### config.mk
export PLATFORM = sky130hd
export DESIGN_NAME = multicycle_control_unit_flat
export DESIGN_NICKNAME = d
export VERILOG_FILES = /design/src/rtl/mcu_pkg.sv /design/src/rtl/multicycle_control_unit_if.sv /design/src/rtl/mcu_alu_decoder.sv /design/src/rtl/multicycle_control_unit.sv /design/src/flat_wrapper.sv
export SDC_FILE = /design/constraint.sdc
export NUM_CORES = 1
export LEC_CHECK = 0
export CORE_MARGIN = 3
export CORE_UTILIZATION = 37
export DETAILED_ROUTE_END_ITERATION = 8
export PLACE_DENSITY = 0.9
export SLEW_MARGIN = 30
export SYNTH_ARGS = -nofsm -noshare
export SYNTH_HDL_FRONTEND = slang
export SYNTH_HIERARCHICAL = 1
export SYNTH_SLANG_ARGS = --single-unit
### constraint.sdc
create_clock -name clk -period 2.9 [get_ports clk]
set_input_delay 0.725 -clock clk [delete_from_list [all_inputs] [get_ports clk]]
set_output_delay 0.725 -clock clk [all_outputs]
set_load 0.05 [all_outputs]
### src/rtl/mcu_pkg.sv
// Shared types and encodings for the multi-cycle RV32I control unit.
package mcu_pkg;

   typedef enum logic [3:0] {
      FETCH  = 4'd0,
      DECODE = 4'd1,
      R_EXE  = 4'd2,
      I_EXE  = 4'd3,
      B_EXE  = 4'd4,
      LU_EXE = 4'd5,
      AU_EXE = 4'd6,
      J_EXE  = 4'd7,
      JL_EXE = 4'd8,
      S_EXE  = 4'd9,
      S_MEM  = 4'd10,
      L_EXE  = 4'd11,
      L_MEM  = 4'd12,
      L_WB   = 4'd13
   } state_t;

   localparam logic [6:0] OP_TYPE_R  = 7'b0110011;
   localparam logic [6:0] OP_TYPE_IL = 7'b0000011;
   localparam logic [6:0] OP_TYPE_I  = 7'b0010011;
   localparam logic [6:0] OP_TYPE_S  = 7'b0100011;
   localparam logic [6:0] OP_TYPE_B  = 7'b1100011;
   localparam logic [6:0] OP_TYPE_U  = 7'b0110111;
   localparam logic [6:0] OP_TYPE_UA = 7'b0010111;
   localparam logic [6:0] OP_TYPE_J  = 7'b1101111;
   localparam logic [6:0] OP_TYPE_JI = 7'b1100111;

   localparam logic [2:0] IMM_I  = 3'b000;
   localparam logic [2:0] IMM_IA = 3'b001;
   localparam logic [2:0] IMM_S  = 3'b010;
   localparam logic [2:0] IMM_B  = 3'b011;
   localparam logic [2:0] IMM_U  = 3'b100;
   localparam logic [2:0] IMM_J  = 3'b101;

   localparam logic [1:0] RFWD_ALU  = 2'b00;
   localparam logic [1:0] RFWD_LOAD = 2'b01;
   localparam logic [1:0] RFWD_IMM  = 2'b10;
   localparam logic [1:0] RFWD_PC   = 2'b11;

   localparam logic [3:0] ALU_ADD  = 4'b0000;
   localparam logic [3:0] ALU_SLL  = 4'b0001;
   localparam logic [3:0] ALU_SLT  = 4'b0010;
   localparam logic [3:0] ALU_SLTU = 4'b0011;
   localparam logic [3:0] ALU_XOR  = 4'b0100;
   localparam logic [3:0] ALU_SRL  = 4'b0101;
   localparam logic [3:0] ALU_OR   = 4'b0110;
   localparam logic [3:0] ALU_AND  = 4'b0111;
   localparam logic [3:0] ALU_SUB  = 4'b1000;
   localparam logic [3:0] ALU_SRA  = 4'b1101;

   // Only the shift immediates carry a meaningful funct7[5] in I-type.
   function automatic logic is_shift_f3(input logic [2:0] funct3);
      return (funct3 == 3'b001) || (funct3 == 3'b101);
   endfunction

endpackage

### src/rtl/multicycle_control_unit_if.sv
// Instruction/data bus and datapath control bundle of the control unit.
interface multicycle_control_unit_if;
   logic [31:0] instr_code;
   logic        dataMem_ready;
   logic        pc_en;
   logic        regFile_wr_en;
   logic        AluSrcMuxSel;
   logic [1:0]  RFWriteDataSrcMuxSel;
   logic        dataMem_wr_en;
   logic        dataMem_req;
   logic [2:0]  immExtType;
   logic [1:0]  storeType;
   logic [2:0]  loadType;
   logic        Bbranch;
   logic        Jbranch;
   logic        JIbranch;
   logic [3:0]  ALUControl;
   logic        illegal_instr;
   logic [3:0]  state_o;

   modport master (
      output instr_code, dataMem_ready,
      input  pc_en, regFile_wr_en, AluSrcMuxSel, RFWriteDataSrcMuxSel,
             dataMem_wr_en, dataMem_req, immExtType, storeType, loadType,
             Bbranch, Jbranch, JIbranch, ALUControl, illegal_instr, state_o
   );

   modport slave (
      input  instr_code, dataMem_ready,
      output pc_en, regFile_wr_en, AluSrcMuxSel, RFWriteDataSrcMuxSel,
             dataMem_wr_en, dataMem_req, immExtType, storeType, loadType,
             Bbranch, Jbranch, JIbranch, ALUControl, illegal_instr, state_o
   );
endinterface

### src/rtl/mcu_alu_decoder.sv
// ALU operation select from instruction fields and the current sequencer state.
module mcu_alu_decoder
   import mcu_pkg::*;
(
   input  logic [6:0] op,
   input  logic [2:0] funct3,
   input  logic [6:0] funct7,
   input  state_t     state,
   output logic [3:0] alu_control
);

   logic unused_funct7;
   assign unused_funct7 = ^{funct7[6], funct7[4:0]};

   // Address-compute and non-ALU states fall back to ADD so the output is never X.
   always_comb begin
      alu_control = ALU_ADD;
      case (state)
         R_EXE:  if (op == OP_TYPE_R)  alu_control = {funct7[5], funct3};
         I_EXE:  if (op == OP_TYPE_I)  alu_control = is_shift_f3(funct3) ?
                                                     {funct7[5], funct3} : {1'b0, funct3};
         B_EXE:  if (op == OP_TYPE_B)  alu_control = {1'b0, funct3};
         JL_EXE: if (op == OP_TYPE_JI) alu_control = {1'b0, funct3};
         default: alu_control = ALU_ADD;
      endcase
   end

endmodule

### src/rtl/multicycle_control_unit.sv
// Multi-cycle RV32I sequencer: one instruction over 3-5 cycles.
// Optional build macro BUS_READY_EN: memory states wait for dataMem_ready.
//
// state  | meaning
// FETCH  | instruction bus presents instr_code, no strobes
// DECODE | opcode dispatch; unknown opcode pulses illegal_instr and skips
// R_EXE  | register-register ALU op, write back, advance PC
// I_EXE  | register-immediate ALU op, write back, advance PC
// B_EXE  | branch compare, advance/branch PC, no write back
// LU_EXE | lui write back
// AU_EXE | auipc write back
// J_EXE  | jal link and jump
// JL_EXE | jalr link and jump
// S_EXE  | store address compute
// S_MEM  | store data write, advance PC
// L_EXE  | load address compute
// L_MEM  | load data read
// L_WB   | load write back, advance PC
module multicycle_control_unit
   import mcu_pkg::*;
#(
   parameter state_t RESET_STATE = FETCH
)(
   input  logic                         clk,
   input  logic                         reset,
   multicycle_control_unit_if.slave     bus
);

   state_t     state;
   logic [6:0] op;
   logic [2:0] funct3;
   logic [6:0] funct7;
   logic       legal_op;
   logic       mem_go;
   logic [3:0] alu_control;

   assign op     = bus.instr_code[6:0];
   assign funct3 = bus.instr_code[14:12];
   assign funct7 = bus.instr_code[31:25];

   logic unused_instr;
   assign unused_instr = ^{bus.instr_code[24:15], bus.instr_code[11:7]};

`ifdef BUS_READY_EN
   assign mem_go = bus.dataMem_ready;
`else
   logic unused_ready;
   assign unused_ready = bus.dataMem_ready;
   assign mem_go       = 1'b1;
`endif

   assign legal_op = op inside {OP_TYPE_R, OP_TYPE_I, OP_TYPE_B, OP_TYPE_U, OP_TYPE_UA,
                                OP_TYPE_J, OP_TYPE_JI, OP_TYPE_S, OP_TYPE_IL};

   mcu_alu_decoder u_alu_decoder (
      .op          (op),
      .funct3      (funct3),
      .funct7      (funct7),
      .state       (state),
      .alu_control (alu_control)
   );

   // State register: every instruction returns to FETCH after its last state.
   always_ff @(posedge clk) begin
      if (reset) begin
         state <= RESET_STATE;
      end else begin
         case (state)
            FETCH:  state <= DECODE;
            DECODE: begin
               case (op)
                  OP_TYPE_R:  state <= R_EXE;
                  OP_TYPE_I:  state <= I_EXE;
                  OP_TYPE_B:  state <= B_EXE;
                  OP_TYPE_U:  state <= LU_EXE;
                  OP_TYPE_UA: state <= AU_EXE;
                  OP_TYPE_J:  state <= J_EXE;
                  OP_TYPE_JI: state <= JL_EXE;
                  OP_TYPE_S:  state <= S_EXE;
                  OP_TYPE_IL: state <= L_EXE;
                  default:    state <= FETCH;
               endcase
            end
            S_EXE:  state <= S_MEM;
            S_MEM:  if (mem_go) state <= FETCH;
            L_EXE:  state <= L_MEM;
            L_MEM:  if (mem_go) state <= L_WB;
            default: state <= FETCH;
         endcase
      end
   end

   // Moore decode of datapath controls; strobes are masked while reset is high
   // so nothing commits on the edge that samples reset.
   always_comb begin
      bus.pc_en                = 1'b0;
      bus.regFile_wr_en        = 1'b0;
      bus.AluSrcMuxSel         = 1'b0;
      bus.RFWriteDataSrcMuxSel = RFWD_ALU;
      bus.dataMem_wr_en        = 1'b0;
      bus.dataMem_req          = 1'b0;
      bus.immExtType           = IMM_I;
      bus.storeType            = 2'b00;
      bus.loadType             = 3'b000;
      bus.Bbranch              = 1'b0;
      bus.Jbranch              = 1'b0;
      bus.JIbranch             = 1'b0;
      bus.illegal_instr        = 1'b0;
      case (state)
         DECODE: if (!legal_op) begin
            bus.illegal_instr = 1'b1;
            bus.pc_en         = 1'b1;
         end
         R_EXE: begin
            bus.pc_en = 1'b1;  bus.regFile_wr_en = 1'b1;
         end
         I_EXE: begin
            bus.pc_en = 1'b1;  bus.regFile_wr_en = 1'b1;
            bus.AluSrcMuxSel = 1'b1;  bus.immExtType = IMM_IA;
         end
         B_EXE: begin
            bus.pc_en = 1'b1;  bus.immExtType = IMM_B;  bus.Bbranch = 1'b1;
         end
         LU_EXE: begin
            bus.pc_en = 1'b1;  bus.regFile_wr_en = 1'b1;
            bus.RFWriteDataSrcMuxSel = RFWD_IMM;  bus.immExtType = IMM_U;
         end
         AU_EXE: begin
            bus.pc_en = 1'b1;  bus.regFile_wr_en = 1'b1;
            bus.RFWriteDataSrcMuxSel = RFWD_PC;  bus.immExtType = IMM_U;
         end
         J_EXE: begin
            bus.pc_en = 1'b1;  bus.regFile_wr_en = 1'b1;
            bus.RFWriteDataSrcMuxSel = RFWD_PC;  bus.immExtType = IMM_J;
            bus.Jbranch = 1'b1;
         end
         JL_EXE: begin
            bus.pc_en = 1'b1;  bus.regFile_wr_en = 1'b1;
            bus.RFWriteDataSrcMuxSel = RFWD_PC;  bus.AluSrcMuxSel = 1'b1;
            bus.JIbranch = 1'b1;
         end
         S_EXE: begin
            bus.AluSrcMuxSel = 1'b1;  bus.immExtType = IMM_S;
            bus.storeType = funct3[1:0];
         end
         S_MEM: begin
            bus.AluSrcMuxSel = 1'b1;  bus.immExtType = IMM_S;
            bus.storeType = funct3[1:0];
            bus.dataMem_req = 1'b1;  bus.dataMem_wr_en = 1'b1;
            bus.pc_en = mem_go;
         end
         L_EXE: begin
            bus.AluSrcMuxSel = 1'b1;  bus.loadType = funct3;
         end
         L_MEM: begin
            bus.AluSrcMuxSel = 1'b1;  bus.loadType = funct3;  bus.dataMem_req = 1'b1;
         end
         L_WB: begin
            bus.AluSrcMuxSel = 1'b1;  bus.loadType = funct3;
            bus.regFile_wr_en = 1'b1;  bus.RFWriteDataSrcMuxSel = RFWD_LOAD;
            bus.pc_en = 1'b1;
         end
         default: bus.pc_en = 1'b0;
      endcase
      if (reset) begin
         bus.pc_en         = 1'b0;
         bus.regFile_wr_en = 1'b0;
         bus.dataMem_wr_en = 1'b0;
         bus.dataMem_req   = 1'b0;
         bus.illegal_instr = 1'b0;
      end
   end

   assign bus.ALUControl = alu_control;
   assign bus.state_o    = state;

endmodule

### src/flat_wrapper.sv
// flat-port wrapper written by rule: the top's interface ports become plain ports
module multicycle_control_unit_flat import mcu_pkg::*;
#(
   parameter state_t RESET_STATE = FETCH
)
  (clk, reset, bus_instr_code, bus_dataMem_ready, bus_pc_en, bus_regFile_wr_en, bus_AluSrcMuxSel, bus_RFWriteDataSrcMuxSel, bus_dataMem_wr_en, bus_dataMem_req, bus_immExtType, bus_storeType, bus_loadType, bus_Bbranch, bus_Jbranch, bus_JIbranch, bus_ALUControl, bus_illegal_instr, bus_state_o);
  multicycle_control_unit_if bus_i ();
  input  logic clk;
  input  logic reset;
  input wire logic [$bits(bus_i.instr_code)-1:0] bus_instr_code;
  input wire logic [$bits(bus_i.dataMem_ready)-1:0] bus_dataMem_ready;
  output wire logic [$bits(bus_i.pc_en)-1:0] bus_pc_en;
  output wire logic [$bits(bus_i.regFile_wr_en)-1:0] bus_regFile_wr_en;
  output wire logic [$bits(bus_i.AluSrcMuxSel)-1:0] bus_AluSrcMuxSel;
  output wire logic [$bits(bus_i.RFWriteDataSrcMuxSel)-1:0] bus_RFWriteDataSrcMuxSel;
  output wire logic [$bits(bus_i.dataMem_wr_en)-1:0] bus_dataMem_wr_en;
  output wire logic [$bits(bus_i.dataMem_req)-1:0] bus_dataMem_req;
  output wire logic [$bits(bus_i.immExtType)-1:0] bus_immExtType;
  output wire logic [$bits(bus_i.storeType)-1:0] bus_storeType;
  output wire logic [$bits(bus_i.loadType)-1:0] bus_loadType;
  output wire logic [$bits(bus_i.Bbranch)-1:0] bus_Bbranch;
  output wire logic [$bits(bus_i.Jbranch)-1:0] bus_Jbranch;
  output wire logic [$bits(bus_i.JIbranch)-1:0] bus_JIbranch;
  output wire logic [$bits(bus_i.ALUControl)-1:0] bus_ALUControl;
  output wire logic [$bits(bus_i.illegal_instr)-1:0] bus_illegal_instr;
  output wire logic [$bits(bus_i.state_o)-1:0] bus_state_o;
  assign bus_i.instr_code = bus_instr_code;
  assign bus_i.dataMem_ready = bus_dataMem_ready;
  assign bus_pc_en = bus_i.pc_en;
  assign bus_regFile_wr_en = bus_i.regFile_wr_en;
  assign bus_AluSrcMuxSel = bus_i.AluSrcMuxSel;
  assign bus_RFWriteDataSrcMuxSel = bus_i.RFWriteDataSrcMuxSel;
  assign bus_dataMem_wr_en = bus_i.dataMem_wr_en;
  assign bus_dataMem_req = bus_i.dataMem_req;
  assign bus_immExtType = bus_i.immExtType;
  assign bus_storeType = bus_i.storeType;
  assign bus_loadType = bus_i.loadType;
  assign bus_Bbranch = bus_i.Bbranch;
  assign bus_Jbranch = bus_i.Jbranch;
  assign bus_JIbranch = bus_i.JIbranch;
  assign bus_ALUControl = bus_i.ALUControl;
  assign bus_illegal_instr = bus_i.illegal_instr;
  assign bus_state_o = bus_i.state_o;
  multicycle_control_unit #(.RESET_STATE(RESET_STATE)) u_core (.clk(clk), .reset(reset), .bus(bus_i));
endmodule
[Word level (Yosys, flattened, before mapping)]
Index checks and enable logic that the tools add are counted.
Word-level totals
  register bits after elaboration: 4
  latch bits: 0
  memory bits (writable): 0
  memory bits (read-only): 0
  input bits: 35
  logic and storage cells: 63
  memories kept: 0
Cells by class
  add/subtract/negate cells: 0
  multipliers: 0
  div/mod/pow operators: 0
  order comparisons: 0
  eq/ne operators: 24
  shift operators: 0
  muxes and demuxes: 27
  bitwise operators: 0
  reductions and logical operators: 11
Operators by type and width (number)
  $pmux 4 s9: 1
  $eq 4x4->1 const B: 6
  $eq 7x6->1 const B: 3
  $eq 7x7->1 const B: 3
  $pmux 4 s5: 1
  $eq 4x3->1 const B: 4
  $pmux 4 s4: 1
  $pmux 3 s5: 1
  $eq 7x5->1 const B: 2
  $mux 1: 14
  $reduce_or 7->1: 2
  $mux 4: 3
  $mux 3: 3
  $reduce_bool 9->1: 1
  $reduce_or 9->1: 1
  $eq 4x2->1 const B: 2
  $eq 7x2->1 const B: 1
  $pmux 2 s3: 1
  $reduce_or 2->1: 3
  $reduce_or 3->1: 2
  $eq 4x1->1 const B: 1
  $logic_not 4->1: 1
  $eq 3x1->1 const B: 1
  $eq 3x3->1 const B: 1
  3 further kinds: 3

[Longest topological paths before layout]
Gate-level depths: netlist of run 1.
  depth in word-level cells: 5
  mapped depth: 6
  depth with buffers taken out: 4

[By module]
Netlist of run 1, hierarchy kept.
By module, submodules not included
  multicycle_control_unit: times used 1, cells an instance 102, area an instance 683.2 µm², seq. area each 80.1 µm²
  mcu_alu_decoder: times used 1, cells an instance 23, area an instance 161.4 µm², seq. area each 0.0 µm²

[Least setup slack after synthesis of run 1]
No wires, ideal clock.
  path type: reg2out
  start: register u_core.state[1], in the netlist u_core/bus.state_o[1]
  end: output bus_dataMem_req
  arrival: 2.960 ns
  required time: 2.175 ns
  slack: -0.785 ns
  cell stages (with the launch flop): 5
  path buffers: 2
  cell sequence: dfxtp_1 -> clkbuf_1 -> buf_2 -> xnor2_1 -> nor4b_1
Between the ends
  word-level cells in the longest chain between the ends: 4
RTL lines
  from (decl): line multicycle_control_unit.sv:29  | state_t state;
  from (signal assigned): line multicycle_control_unit.sv:66  | state <= RESET_STATE;
  from (signal assigned): line multicycle_control_unit.sv:69  | FETCH: state <= DECODE;
  from (signal assigned): line multicycle_control_unit.sv:72  | OP_TYPE_R: state <= R_EXE;
  $eq 4x4->1: line multicycle_control_unit.sv:109  | case (state)
  $reduce_or 2->1 (no line) *
  $mux 1 *: line multicycle_control_unit.sv:109
  $mux 1 *: line multicycle_control_unit.sv:165  | if (reset) begin
  to (decl): line flat_wrapper.sv:17  | output wire logic [$bits(bus_i.dataMem_req)-1:0] bus_dataMem_req;
Mark *: on every way between the ends. The rest lies on a longest branch, timed or not.

[Final worst setup path of run 1]
  start: input bus_instr_code[3]
  end: output bus_ALUControl[0]
Between the ends
  word-level cells in the longest chain between the ends: 3
RTL lines
  from (decl): line flat_wrapper.sv:10  | input wire logic [$bits(bus_i.instr_code)-1:0] bus_instr_code;
  $eq 7x7->1 (tied with other cells): line mcu_alu_decoder.sv:23  | JL_EXE: if (op == OP_TYPE_JI) alu_control = {1'b0, funct3};
  $mux 3 (tied with other cells): line mcu_alu_decoder.sv:23
  $pmux 4 s4 *: line mcu_alu_decoder.sv:18  | case (state)
  to (decl): line flat_wrapper.sv:24  | output wire logic [$bits(bus_i.ALUControl)-1:0] bus_ALUControl;
Marked as above.

==> results of run 1 <==
[routing by layer]
metal | track usage (%) | wire [um]
met2 | 43.1 | 1590
met4 | 10.6 | 35
met5 | 0 | 0
met1 | 23.2 | 1260
met3 | 3.05 | 212
[metrics by stage]
| stage | utilization (%) | worst slack [ps] | TNS [ps] |
|---|---|---|---|
| 6_report | 75.4 | 50.9 | 0 |
| 3_3_place_gp | 73.3 | -86.2 | -276 |
| 5_1_grt | 75.4 | -8.49 | -14.3 |
| 3_5_place_dp | 73.3 | -137 | -530 |
| 2_1_floorplan | - | -161 | -674 |
| 4_1_cts | 74.5 | 10.6 | 0 |
[worst max path at each step]
stage | start | end | slack, ps | cells after the start
6_report | bus_instr_code[3] | bus_ALUControl[0] | 50 | 7
5_1_grt | bus_instr_code[3] | bus_ALUControl[0] | -8 | 7
4_1_cts | bus_instr_code[3] | bus_ALUControl[2] | 10 | 7
3_5_place_dp | bus_instr_code[5] | bus_ALUControl[0] | -140 | 6
3_3_place_gp | bus_instr_code[5] | bus_ALUControl[0] | -90 | 6
2_1_floorplan | u_core/bus.state_o[2]$_SDFF_PP0_ | bus_ALUControl[0] | -160 | 3
[repair_timing]
action / 4_1_cts / 5_1_grt
buffers inserted: 1 / 0
gates resized for setup: 4 / 6
hold buffers: 0 / 0
pin swaps: 1 / 1
endpoints found under the setup margin: 6 / 4
[placed cells by master (no fill, tap or decap), types with 3 or more instances in the layout]
cell type,n
buf_4,23
and3_1,4
clkbuf_4,3
nand2_1,12
dlygate4sd2_1,3
nand2b_1,3
dfxtp_1,3
a21oi_1,4
nor2_1,12
clkdlybuf4s50_1,12
xnor2_1,3
o211ai_1,3
buf_12,16
nor2b_1,5
inv_1,5
a211oi_1,3
a211oi_2,5
nor3_2,3
[power breakdown]
part	total (mW)	leakage (nW)	internal [mW]	switching [mW]
clock	0.0713	0.0138	0.0464	0.0248
sequential	0.0625	0.0331	0.0566	0.00589
combinational	0.109	0.562	0.0525	0.0567
total	0.243	0.609	0.156	0.0874
[cell type report]
type,instances,area (um2),area share (%)
Multi-Input combinational cell,105,749,48.2
Timing Repair Buffer,55,649,41.8
Sequential cell,4,81.3,5.23
Tap cell,27,33.8,2.17
Clock buffer,3,22.5,1.45
Inverter,5,18.8,1.21
[worst max-delay path, delay by kind of cell]
kind / cells / cell delay [ps]
simple gates: 2 / 390
buf+inv: 4 / 850
compound gates: 1 / 160
[kinds of logic (layout without fill, tap and decap cells)]
kind of cell    count (synthesis)  after routing  share of synthesized area, %
buf+inv                        16             63                          8.30
fa+ha+maj                       1              1                          1.19
simple gates                   61             61                          42.2
flops                           4              4                          9.48
xor+xnor                        5              5                          5.19
compound gates                 37             37                          32.4
mux                             1              1                          1.19
==> results.sh, run 1 <==
export IMPL_yosysSeqAreaShare_pct=9.48
export IMPL_hold_viol=0
export IMPL_cpMaxStageDelayCell="clkdlybuf4s50_1"
export IMPL_synth_edf_count=0
export IMPL_firstDrtPassIters=4
export IMPL_critPathMaxFanout=9
export IMPL_maxSlewHeadroom_pct=56.8
export IMPL_hp_class="reg2reg"
export IMPL_drt_iter0_drc=50
export IMPL_grt_usage_pct=22.4
export IMPL_p_per_area_mw_per_mm2=156
export IMPL_post_route_period_util_pct=98.2
export IMPL_drc=0
export IMPL_post_dp_cell_area_mm2=0.00151
export IMPL_largest_reg_flops=4
export IMPL_crit_chain="clkdlybuf4s50_1 > buf_4 > and3b_2 > nand2_1 > a211oi_2 > buf_4 > buf_12"
export IMPL_start_util_pct=41.0
export IMPL_core_mm2=0.00206
export IMPL_cp_arrival_ps=2120
export IMPL_syn_nets=160
export IMPL_synth_area_per_cell_um2=6.76
export IMPL_num_vias=1158
export IMPL_synth_distinct_cells=47
export IMPL_design_area_mm2=0.00156
export IMPL_overflow=0
export IMPL_htree_levels=1
export IMPL_wl_per_cell_um=15.6
export IMPL_final_max_slew_viol_count=0
export IMPL_maxCapViolCount=0
export IMPL_p_leak_nw=0.609
export IMPL_synth_top_area_share_pct=9.48
export IMPL_hold_depth=3
export IMPL_numPlacedInstances=195
export IMPL_insertion_delay_ps=240
export IMPL_worstPathRequired_ps=2170
export IMPL_clkTransAtPathRegs_ps=40
export IMPL_drive_gt1_share_pct=35.5
export IMPL_r2r_end="u_core/bus.state_o[0]$_SDFF_PP0_"
export IMPL_grt_max_degree=23
export IMPL_holdCritStartpoint="u_core/bus.state_o[3]$_SDFF_PP0_"
export IMPL_grt_pass1_vias=1094
export IMPL_antenna_found_initial=0
export IMPL_r2r_start="u_core/bus.state_o[0]$_SDFF_PP0_"
export IMPL_synth_common_cells="nor2_1 (13), nand2_1 (12), clkbuf_1 (8), a211oi_1 (7)"
export IMPL_row_count=16
export IMPL_path_class="in2out"
export IMPL_power_mw=0.243
export IMPL_ys_async_sr_fraction_pct=0
export IMPL_synth_most_common_cell="nor2_1"
export IMPL_rrSetupSlack_ps=880
export IMPL_fmax_mhz=351
export IMPL_dieArea_mm2=0.00289
export IMPL_cts_buffer_depth=2
export IMPL_dieWidth_um=53.8
export IMPL_ios=62
export IMPL_antenna_left=0
export IMPL_finalClockSkew_ps=4.02
export IMPL_critPathMostFrequentCell="buf_4"
export IMPL_peakVddDrop_mv=0.117
export IMPL_r2r_cells=5
export IMPL_cts_tree="done"
export IMPL_antennaDiodeCount=0
export IMPL_period_minus_slack_ps=2850
export IMPL_synthFlopType="dfxtp_1"
export IMPL_cts_made_buffers=3
export IMPL_worst_pin_slew_ps=647
export IMPL_critPathMaxStageDelay_ps=410
export IMPL_vias_per_cell=5.82
export IMPL_nNetsFinal=209
export IMPL_yosysWarnings=6
export IMPL_crit_path_start_kind="primary input"
export IMPL_clockRootBuffer="clkbuf_4"
export IMPL_die_y_um=53.8
export IMPL_layoutNonFillerInstCount=199
export IMPL_final_setup_viol_count=0
export IMPL_syn2layout_area_growth_pct=84.1
export IMPL_outcome="finished clean"
export IMPL_gp_congestion=0.939
export IMPL_end_kind="primary output"
export IMPL_fillers=143
export IMPL_ys_ff_latch=4
export IMPL_hold_path_end="u_core/bus.state_o[3]$_SDFF_PP0_"
export IMPL_grt_pass1_wl_mm=4.78
export IMPL_post_synth_top_area_cell="dfxtp_1"
export IMPL_cts_sinks=4
export IMPL_netlist_area_um2=845
export IMPL_place_hpwl_mm=2.44
export IMPL_synth_cells=125
export IMPL_port_buffer_count=39
export IMPL_drt_total_wl_mm=3.10
export IMPL_ys_top_cells_by_area="dfxtp_1 (9.5%), a211oi_1 (6.2%), nor2_1 (5.8%)"
export IMPL_whs_ps=855
Note: power is estimated with default switching activity, not from simulation.
==> inputs of run 2 (changes only) <==
- CTS_CLUSTER_SIZE: default -> 20
==> results of run 2 <==
Final layout, timing and power as in run 1 (identical DEF).
==> patch 1: new RTL, settings of run 2 <==
Add a define of `BUS_READY_EN`.
--- a/src/rtl/multicycle_control_unit.sv
+++ b/src/rtl/multicycle_control_unit.sv
@@ -16,6 +16,8 @@
 // L_EXE  | load address compute
 // L_MEM  | load data read
 // L_WB   | load write back, advance PC
+`define BUS_READY_EN
+
 module multicycle_control_unit
    import mcu_pkg::*;
 #(
Formal check against the unedited RTL: not equivalent (Yosys sat finds a counterexample within 4 cycles, from zero or initial values and one cycle with reset high).
==> patch 1 against run 2 <==
Cell area down 3.3%. Clock skew up 0.011 ns. Die area down 5.0%. Area after synthesis down 5.6%. Routed wire length down 5.3%. Register-to-register slack better by 0.27 ns. Utilization down 0.30 points. Hold slack worse by 0.074 ns. Sequential cell count unchanged. Synthesized cell count down 0.80%. Power up 3.4%. Worst setup slack better by 0.0016 ns. Critical endpoint is now bus_ALUControl[2].
==> patch 1: results (changes against run 2) <==
Outcome
The run finished with clean final reports.

Clocking
The H-tree level count was 1 (unchanged). The clock-pin slew of the registers on the worst-case setup and hold paths is ~0.05 ns. The number of CTS-inserted buffers was 3 (unchanged). The clock insertion delay at the later pin of the skew report is 0.26 ns (+0.02 ns).

The tree is rooted in a clkbuf_4. The deepest clock path buffer count is 2 (unchanged).

Pwr
The largest voltage drop on the vdd net was 0.232 mV (+98%). The leakage power figure is 0.625 nW (+2.6%).

Worst setup path
The arrival time of data at the critical path endpoint was 2.12 ns (about the same). The critical path starts at bus_instr_code[3]. The largest stage delay on the critical path came to 0.51 ns (+0.10 ns).

The maximum fanout count along the critical path is 6 (-3). The worst-path cell with the longest stage delay is clkdlybuf4s50_1. The startpoint of the worst-slack reg-to-reg timing path is u_core/bus.state_o[1].

Route
The top layer reached by signal wires is met4. The DRC violation total after the first TritonRoute iteration is 30 (-40%). The length of routed wiring on met1 is 1160 um (-7.8%). The total iterations of the first detailed-routing run came to 4 (unchanged).

The detailed-route wire length per cell came to 14.5 um (-6.7%). The routed length on met3 is 251 um (+18%). The via density per instance is 5.58 (-4.0%). The routed wire length on met2 is 1490 um (-6.5%).

Global route
The pin count of the biggest net entering global routing is 18 (-22%). The wire length of the first global-routing pass is 4510 um (-5.8%). The initial antenna violation count is 0 (unchanged). The number of global-route vias before repair is 1086 (-0.73%).

The total routing usage reported by global routing is 21.2% (-1.1 points).

Logic synthesis
The commonest cells after synthesis are nor2_1, nand2_1, a21oi_1. The yosys synthesis warning count is 6 (unchanged). After synthesis, the cell types taking the most area are dfxtp_1, nor2_1, a21oi_1.

The number of nets in the synthesized netlist is 159 (-0.63%). The sequential share of the synthesized area was 10.0% (+0.57 points). The number of distinct library cells after synthesis came to 43 (-8.5%). The share of async-settable or async-resettable flops after synthesis was 0% (unchanged).

Min path
The min-delay analysis places its worst path in the category reg -> reg. In this run the most critical hold path is launched from u_core/bus.state_o[3].

Finish
The number of diodes added for antenna fixing is 0 (unchanged). The share of final-layout standard cells stronger than drive strength 1 came to 31.4% (-4.0 points). The flip-flop count of the largest register, all copies and words added is 4 (unchanged). The number of nets in the final layout is 212 (+1.4%).

STA
The maximum clock skew at final layout is 0.0154 ns (+0.0114 ns). The worst-margin pin slew was 0.617 ns (-0.0298 ns).

Placement
The post-DP HPWL is 2280 um (-6.5%). The routability congestion estimate from global placement is 0.888 (-5.4%). The number of I/O port buffers is 40 (+2.6%).
==> patch 1: what timing repair did <==
action,in CTS,in global routing
setup buffers,0,1
resized for setup,3,5
cloned,0,0
endpoints found under the setup margin,5,5
pin swaps,1,2
==> patch 1: final timing paths <==
path         slack, ns               endpoint  depth (start not counted)
max               0.05      bus_ALUControl[2]                          6
min               0.78  u_core/bus.state_o[2]                          2
max reg2reg       1.15  u_core/bus.state_o[2]                          4
min reg2reg       0.78  u_core/bus.state_o[2]                          2
==> patch 1: layout make-up <==
| type | instances | area, um^2 |
|---|---|---|
| fillers | 136 | 498 |
| repair buffers | 55 | 636 |
| well taps | 27 | 33.8 |
| flip-flops and latches | 4 | 80.1 |
| clock buffers | 3 | 22.5 |
| inverters | 6 | 22.5 |
| multi-input cells | 107 | 709 |
==> patch 1: critical path: cells and delay by family <==
family	cells	cell delay (ns)
buf+inv	3	0.78
simple gates	2	0.44
compound gates	1	0.17
==> patch 1: per-layer routing <==
metal / global-route usage (%) / vias up
met5: 0 / -
met4: 10.6 / 0
met3: 2.56 / 4
met2: 38.2 / 59
met1: 24.1 / 510
li1: - / 555
==> patch 1: report_power, final <==
group | internal [mW] | total (mW) | switching [mW]
Sequential | 0.0568 | 0.0610 | 0.00422
Clock | 0.0469 | 0.0784 | 0.0316
Combinational | 0.0532 | 0.112 | 0.0585
==> patch 1: kinds of logic (layout without fill, tap and decap cells) <==
kind of cell | after synthesis | in the layout | synth area share, %
muxes | 1 | 1 | 1.26
and+or+nand+nor | 66 | 66 | 46.3
DFF | 4 | 4 | 10.0
AOI/OAI and AO/OA | 36 | 36 | 31.2
xor gates and xnor gates | 3 | 3 | 3.30
buffers and inverters | 13 | 64 | 6.59
adders and majority gates | 1 | 1 | 1.26
==> patch 1: stage by stage <==
stage | hold WS (ns) | worst slack (ns) | setup TNS, ns | area (um^2) | cells
6_report | 0.780 | 0.0525 | 0 | 1500 | 202
5_1_grt | 0.830 | 0.000149 | 0 | 1500 | 202
4_1_cts | 0.770 | 0.00448 | 0 | 1480 | 201
3_5_place_dp | 0.783 | -0.0395 | -0.0882 | 1460 | 198
3_3_place_gp | 0.742 | -0.00713 | -0.00713 | 1460 | 198
2_1_floorplan | 0.873 | -0.209 | -0.708 | 827 | 124
==> patch 2: new RTL, settings of run 2 <==
Without the edit above. Reset style: asynchronous (`reset`), changed in one clocked block.
--- a/src/rtl/multicycle_control_unit.sv
+++ b/src/rtl/multicycle_control_unit.sv
@@ -61,7 +61,7 @@
    );
 
    // State register: every instruction returns to FETCH after its last state.
-   always_ff @(posedge clk) begin
+   always_ff @(posedge clk or posedge reset) begin
       if (reset) begin
          state <= RESET_STATE;
       end else begin
Formal check against the unedited RTL: differs if reset is asserted again (counterexample within 4 cycles, from zero or initial values and one cycle with reset high); with reset held inactive, the same outputs for 10 cycles.
==> patch 2 against run 2 <==
Routed wire length fell by 11%. Sequential share of layout area rose by 2.0 points. Global-route usage fell by 2.0 points. Fmax rose by 1.3%. Area after synthesis fell by 12%. Cell area fell by 9.6%. Utilization rose by 2.6 points. Sequential cell count did not move. Worst setup slack improved by 0.037 ns. Critical endpoint is now bus_ALUControl[3]. Largest cell class unchanged.
Power is not compared: it rests on default switching activity, and its combinational part moved more than twofold at a synthesized area within 25%.
==> patch 2: results (changes against run 2) <==
Outcome
The flow ran to the end, and the final reports show no timing, DRC or antenna violations.

Worst setup path
Among all stages on the critical path, the largest delay is contributed by clkdlybuf4s50_1. The minimum setup slack among reg-to-reg paths was 1.35 ns (+0.47 ns). The arrival time of data at the critical path endpoint was 2.09 ns (-0.03 ns).

The maximum fanout count along the critical path is 4 (-5). Grouping stages by cell kind, the critical path spends the most delay in buffers and inverters. The largest stage delay on the critical path is 0.52 ns (+0.11 ns).

Logic synthesis
The share of async-settable or async-resettable flops after synthesis came to 100% (+100 points). Ranked by instance count, the synthesized netlist is headed by nand2_1, nor2_1, a21oi_1. In the post-synthesis netlist, the biggest area contributors are dfrtp_1, nand2_1, a21oi_1.

The yosys synthesis warning count is 6 (unchanged). The number of distinct library cells after synthesis was 41 (-13%). The number of nets in the synthesized netlist is 148 (-7.5%).

In the synthesized netlist the dominant register cell turns out to be dfrtp_1. The sequential share of the synthesized area is 13.5% (+4.0 points).

STA
The time the worst path needs with I/O delays and setup is 2.81 ns (-0.0374 ns). The worst hold margin is 0.779 ns (-0.0756 ns). The worst-margin pin slew is 0.659 ns (+0.0116 ns).

The maximum clock skew at final layout is 0.00334 ns (-0.000679 ns).

Global route
The initial antenna violation count is 0 (unchanged). The total routing usage reported by global routing came to 20.4% (-2.0 points). The pin count of the biggest net entering global routing was 23 (unchanged). The wire length of the first global-routing pass was 4190 um (-12%).

The number of global-route vias before repair is 999 (-8.7%).

Clocking
The H-tree level count is 1 (unchanged). The clock insertion delay at the later pin of the skew report is between 0.2 and 0.25 ns. The root buffer selected by CTS is clkbuf_4. The deepest clock path buffer count came to 2 (unchanged). The number of CTS-inserted buffers was 3 (unchanged). The clock-pin slew of the registers on the worst-case setup and hold paths came to 0.04 ns (about the same).

Route
The routed wire length was 2750 um (-11%). The DRC violation total after the first TritonRoute iteration is 24 (-52%). The via density per instance came to 5.66 (-2.7%). The total iterations of the first detailed-routing run is 4 (unchanged).

Min path
The path class of the tightest hold or removal check is reg -> reg.

Finish
The number of nets in the final layout is 199 (-4.8%). The flip-flop count of the largest register, all copies and words added is 4 (unchanged). The share of final-layout standard cells stronger than drive strength 1 is 30.9% (-4.6 points). The number of diodes added for antenna fixing came to 0 (unchanged).

Placement
The number of I/O port buffers is 39 (unchanged). The routability congestion estimate from global placement is 0.877 (-6.6%). The post-DP HPWL is 1990 um (-18%).

The worst setup slack after placement is -0.121 ns (+0.0155 ns). The cell area reported after detailed placement is 1340 um^2 (-11%).

Pwr
The leakage power figure is ~0.64 nW. The largest voltage drop on the vdd net is roughly 0.73 mV.
patch 2: changes by cell type after synthesis, moves of 3 or more:
cell / before / now
clkbuf_1: 8 / 3
a21oi_1: 4 / 9
nand2_1: 12 / 15
dfrtp_1: 0 / 4
dfxtp_1: 4 / 0
a211oi_1: 7 / 3
patch 2: worst register-to-register path, stage by stage (launching register included):
cell	delay [ns]
dfrtp_1	0.76
nor2_1	0.21
nand3_1	0.20
o21ai_0	0.11
a21o_1	0.16
patch 2: kinds of logic (layout without fill, tap and decap cells):
logic type | count (synthesis) | in the layout | share of synthesized area, %
simple gates | 63 | 63 | 48.6
compound gates | 30 | 30 | 26.5
buf+inv | 12 | 61 | 6.58
flops | 4 | 4 | 13.5
xor+xnor | 3 | 3 | 3.54
mux | 1 | 1 | 1.35
patch 2: stage by stage:
step	std cells	utilization, %	setup TNS [ns]	power [mW]
global placement	183	74.6	-0.102	0.419
detailed placement	183	74.6	-0.249	0.431
global route	187	78.1	0	0.552
floorplan	113	-	-0.585	0.316
finish	187	78.1	0	0.520
CTS	186	76.3	-0.00531	0.502
patch 2: power by group:
group          internal [mW]  switching (mW)
Combinational          0.124           0.213
Sequential            0.0652          0.0535
Clock                 0.0460          0.0188
patch 2: area by class of cell:
| type | instances | area, um^2 |
|---|---|---|
| Tap cell | 25 | 31.3 |
| Clock buffer | 3 | 22.5 |
| Inverter | 6 | 22.5 |
| Fill cell | 137 | 395 |
| Sequential cell | 4 | 101 |
| Timing Repair Buffer | 52 | 598 |
| Multi-Input combinational cell | 97 | 631 |
patch 2: path summary, 6_finish.rpt:
check / start / endpoint / cells after the start
max: bus_instr_code[12] / bus_ALUControl[3] / 5
min: u_core/bus.state_o[3] / u_core/bus.state_o[0] / 1
max reg2reg: u_core/bus.state_o[1] / u_core/bus.state_o[2] / 4
min reg2reg: u_core/bus.state_o[3] / u_core/bus.state_o[0] / 1
max in group asynchronous: reset / u_core/bus.state_o[3] / 3
min in group asynchronous: reset / u_core/bus.state_o[1] / 3
patch 2: repair_timing:
action / CTS / global route
setup endpoints to repair: 5 / 5
pin swaps: 4 / 2
gates resized for setup: 6 / 6
buffers inserted: 0 / 1
hold buffers: 0 / 0
patch 2: layer usage:
layer | global-route usage (%) | up-vias | share of wire, %
li1 | - | 514 | -
met1 | 23.3 | 484 | 40
met2 | 37.6 | 57 | 52
met3 | 4.15 | 4 | 7.4
met4 | 5.83 | 0 | 0.62
met5 | 0 | - | 0
